===== config.mk =====
export PLATFORM = sky130hd
export DESIGN_NAME = fifo_stream_reader
export DESIGN_NICKNAME = d
export VERILOG_FILES = /design/src/rtl/fifo_stream_reader.sv
export SDC_FILE = /design/constraint.sdc
export NUM_CORES = 1
export LEC_CHECK = 0
export CAP_MARGIN = 20
export CORE_MARGIN = 2
export CORE_UTILIZATION = 43
export DETAILED_ROUTE_END_ITERATION = 6
export PLACE_DENSITY = 0.75
export SYNTH_ARGS = -nofsm -noshare
export SYNTH_HDL_FRONTEND = slang
export SYNTH_SLANG_ARGS = --single-unit

===== constraint.sdc =====
create_clock -name clk -period 1.64 [get_ports clk]
set_input_delay 0.328 -clock clk [delete_from_list [all_inputs] [get_ports clk]]
set_output_delay 0.328 -clock clk [all_outputs]
set_load 0.1 [all_outputs]

===== src/rtl/fifo_stream_reader.sv =====
// fifo_stream_reader: pops words from a synchronous FIFO (registered read
// data, one-cycle latency) into a 2-entry in-order skid buffer and presents
// them as a valid/ready stream. Counts delivered words.
module fifo_stream_reader #(
  parameter int FIFO_DATA_WIDTH = 8,
  parameter int CNT_WIDTH       = 16
) (
  input  logic                       clk,
  input  logic                       reset_n,
  input  logic                       enable,
  input  logic                       fifo_empty,
  output logic                       fifo_read,
  input  logic [FIFO_DATA_WIDTH-1:0] fifo_read_data,
  output logic                       out_valid,
  input  logic                       out_ready,
  output logic [FIFO_DATA_WIDTH-1:0] out_data,
  output logic [CNT_WIDTH-1:0]       word_count,
  output logic                       busy
);

  logic [1:0]                 occ_q, occ_d;
  logic                       pend_q;
  logic                       valid_q, valid_d;
  logic [FIFO_DATA_WIDTH-1:0] head_q, head_d;
  logic [FIFO_DATA_WIDTH-1:0] tail_q, tail_d;
  logic [CNT_WIDTH-1:0]       cnt_q, cnt_d;

  logic                       hs_s;
  logic [1:0]                 inflight_s;
  logic [1:0]                 occ_pop_s;

  // Issue a pop only when a slot is guaranteed free by the time its data lands.
  always_comb begin
    hs_s       = valid_q & out_ready;
    inflight_s = occ_q + {1'b0, pend_q};
    fifo_read  = reset_n & enable & ~fifo_empty &
                 ((inflight_s <= 2'd1) | ((inflight_s == 2'd2) & hs_s));
  end

  // Buffer next state: pop on handshake first, then place the landing word
  // into the first free slot so order is preserved.
  always_comb begin
    head_d    = head_q;
    tail_d    = tail_q;
    occ_pop_s = occ_q;
    cnt_d     = cnt_q;
    if (hs_s) begin
      head_d    = tail_q;
      occ_pop_s = occ_q - 2'd1;
      cnt_d     = cnt_q + {{(CNT_WIDTH-1){1'b0}}, 1'b1};
    end else begin
      occ_pop_s = occ_q;
    end
    if (pend_q) begin
      if (occ_pop_s == 2'd0) begin
        head_d = fifo_read_data;
      end else begin
        tail_d = fifo_read_data;
      end
    end else begin
      tail_d = tail_d;
    end
    occ_d   = occ_pop_s + {1'b0, pend_q};
    valid_d = (occ_d != 2'd0);
  end

  // State registers; reset discards buffered and in-flight words.
  always_ff @(posedge clk or negedge reset_n) begin
    if (!reset_n) begin
      occ_q   <= 2'd0;
      pend_q  <= 1'b0;
      valid_q <= 1'b0;
      head_q  <= {FIFO_DATA_WIDTH{1'b0}};
      tail_q  <= {FIFO_DATA_WIDTH{1'b0}};
      cnt_q   <= {CNT_WIDTH{1'b0}};
    end else begin
      occ_q   <= occ_d;
      pend_q  <= fifo_read;
      valid_q <= valid_d;
      head_q  <= head_d;
      tail_q  <= tail_d;
      cnt_q   <= cnt_d;
    end
  end

  assign out_valid  = valid_q;
  assign out_data   = head_q;
  assign word_count = cnt_q;
  assign busy       = valid_q | pend_q;

endmodule


==> flow_summary.ini <==
[finish]
layout_common_cells = buf_12 (28), dfrtp_1 (20), nand2_1 (14), buf_4 (14), xnor2_1 (13)
final_nets = 204
multi_input_comb_area_um2 = 821
diodes = 0
fill_cells = 234
drive_gt1_frac = 0.492
area_growth_pct = 69.7
final_common_cell = buf_12
seqCellArea_um2 = 943

[routing]
drt-initial-drc-count = 27
ant_nets = 0
viasPerCell = 5.06
drt-pass1-iter-count = 3
drc = 0
wl_per_cell_um = 15.5
num_vias = 1199
routed_wl_um = 3670

[global_routing]
grt_overflow = 0
grt_max_degree = 37
grt_util_all_layers = 0.201
grt_pass1_vias = 1323
antenna_found_initial = 0
grt_pass1_wl_um = 6310

[die]
io_pins = 40
start_util = 0.441
die_y_um = 64.8
die_x_um = 64.8
design.core.area_um2 = 3610
dieArea_um2 = 4200
rows = 22

[timing]
finalMaxSlewViolations = 0
tightest_slew_ns = 0.454
fin_ws_ns = -0.176
fmax_mhz = 551
hold_viol = 0
rsz0062_at_grt = yes
timing.final.crit_share = 1.11
fin_crit_ns = 1.82
max_slew_margin = 0.698
setup_viol = 11
finClkSkew_ns = 0.00524
finalSetupTns_ns = -1.09

[critical_path]
r2r_slack_ns = -0.18
crit_required_ns = 1.81
cp.arrival_ns = 1.98
crit_type = reg -> reg
critPathMaxFanout = 2
worstSetupStartpointType = register
endpoint_kind = register

[logic_synthesis]
syn_nets = 143
async_reset_ff_frac = 1.00
netlist_area_um2 = 1590
yosysUniqueCellTypes = 26
ys_warn_count = 0
syn-instance-count = 127
synth_top_cell_by_area = dfrtp_1
synthTopCellsByArea = dfrtp_1 (57%), xnor2_1 (8.3%), mux2_2 (6.4%)
synth_seq_cells = 36
synth_flop_cell = dfrtp_1
yosysTopAreaCellShare = 0.566
avgSynthCellArea_um2 = 12.5
seq_area_frac_synth = 0.566
synth_edf_count = 0

[placement]
hpwlAfterDp_um = 2680
numPortBuffers = 39
gp_congestion = 0.829

[flow_run]
maxCapViolCount = 0

[clocking]
cts_hold_buffers = 0
cts_sinks = 36
worstSkewPairLatency_ns = 0.28
cts_root_buf = clkbuf_8
cts_made_buffers = 5
path_clk_slew_ns = 0.07
htreeDepth = 2
cts_tree = done
cts_buffer_depth = 2

[pwr]
finalPower_mw = 5.59
power_density_nw_per_um2 = 2070
ir_drop_mv = 1.52
p_leak_nw = 1.16

[worst_hold_path]
hold_class = in -> async

[status]
outcome = finished with violations
violations = negative setup slack
-- worst paths after layout --
| kind | from | endpoint | depth (start not counted) |
|---|---|---|---|
| max | occ_q[0] | out_valid | 7 |
| max in group asynchronous | reset_n | word_count[0] | 2 |
| min in group clk | reset_n | pend_q | 2 |
| min | reset_n | word_count[4] | 2 |
| min reg2reg | word_count[14] | word_count[14] | 1 |
| max reg2reg | occ_q[0] | out_valid | 7 |
-- report_power, final --
part | switching [mW] | internal, mW | leakage (nW) | total (mW)
clock network | 0.292 | 0.298 | 0.0422 | 0.589
registers | 0.356 | 1.25 | 0.429 | 1.61
logic | 1.97 | 1.43 | 0.694 | 3.39
total | 2.62 | 2.97 | 1.16 | 5.59
-- critical path, cell delays in order (launching register included) --
cell	delay (ns)
dfrtp_1	0.39
buf_4	0.13
and3b_2	0.22
or2_4	0.26
ha_4	0.18
xnor2_4	0.14
xnor2_2	0.15
or2_4	0.23
-- what timing repair did --
| action | in CTS | in global routing |
|---|---|---|
| gates cloned | 0 | 1 |
| endpoints found under the hold margin | 0 | 0 |
| gates resized for setup | 9 | 12 |
| pin swaps | 8 | 3 |
| setup buffers | 2 | 0 |
| endpoints found under the setup margin | 13 | 17 |
-- registers in the layout (all words and copies together), names as in the netlist --
name	flops
pend_q	1
out_valid	1
word_count	16
out_data	8
occ_q	2
tail_q	8
-- synthesized netlist by cell type (2+ instances only) --
cell type	n
and4_1	2
nand4_1	4
nor4b_2	2
nand3_1	5
nor2_1	2
nand2_1	15
o21ai_0	9
xor2_1	3
xnor2_1	15
ha_1	3
mux2i_1	8
or2_2	2
mux2_2	9
dfrtp_1	36
-- area by class of cell --
class	instances	area share
Multi-Input combinational cell	89	0.304
Sequential cell	36	0.349
Clock inverter	1	0.00185
Timing Repair Buffer	55	0.293
Tap cell	48	0.0222
Clock buffer	7	0.0283
Inverter	1	0.00139
-- per-stage QoR --
step | std cells | util | worst slack (ns) | hold slack [ns] | cell area [µm²]
6_report | 237 | 0.749 | -0.176 | 0.135 | 2700
5_1_grt | 237 | 0.749 | -0.223 | 0.165 | 2700
4_1_cts | 236 | 0.736 | -0.210 | 0.131 | 2650
3_5_place_dp | 226 | 0.700 | -0.448 | 0.443 | 2520
3_3_place_gp | 226 | 0.700 | -0.374 | 0.436 | 2520
2_1_floorplan | 127 | - | -0.302 | 0.0324 | 1700
-- layer usage --
metal | global-route usage | vias up | routed length, µm | part of all wire
li1 | - | 568 | - | -
met1 | 0.241 | 582 | 1540 | 0.42
met2 | 0.321 | 41 | 1820 | 0.50
met3 | 0.0799 | 8 | 242 | 0.066
met4 | 0.0824 | 0 | 63 | 0.017
met5 | 0 | - | 0 | 0
-- kinds of logic (layout without fill, tap and decap cells) --
family | after synthesis | count (layout) | synth area share
buffers and inverters | 2 | 64 | 0.00550
XOR/XNOR | 18 | 18 | 0.0991
AO/OA/AOI/OAI | 11 | 11 | 0.0432
adder cells (fa/ha/maj) | 3 | 3 | 0.0236
flip-flops | 36 | 36 | 0.566
multiplexers | 17 | 17 | 0.114
AND/OR/NAND/NOR | 40 | 40 | 0.149
Power figures use the tool's default switching activity.
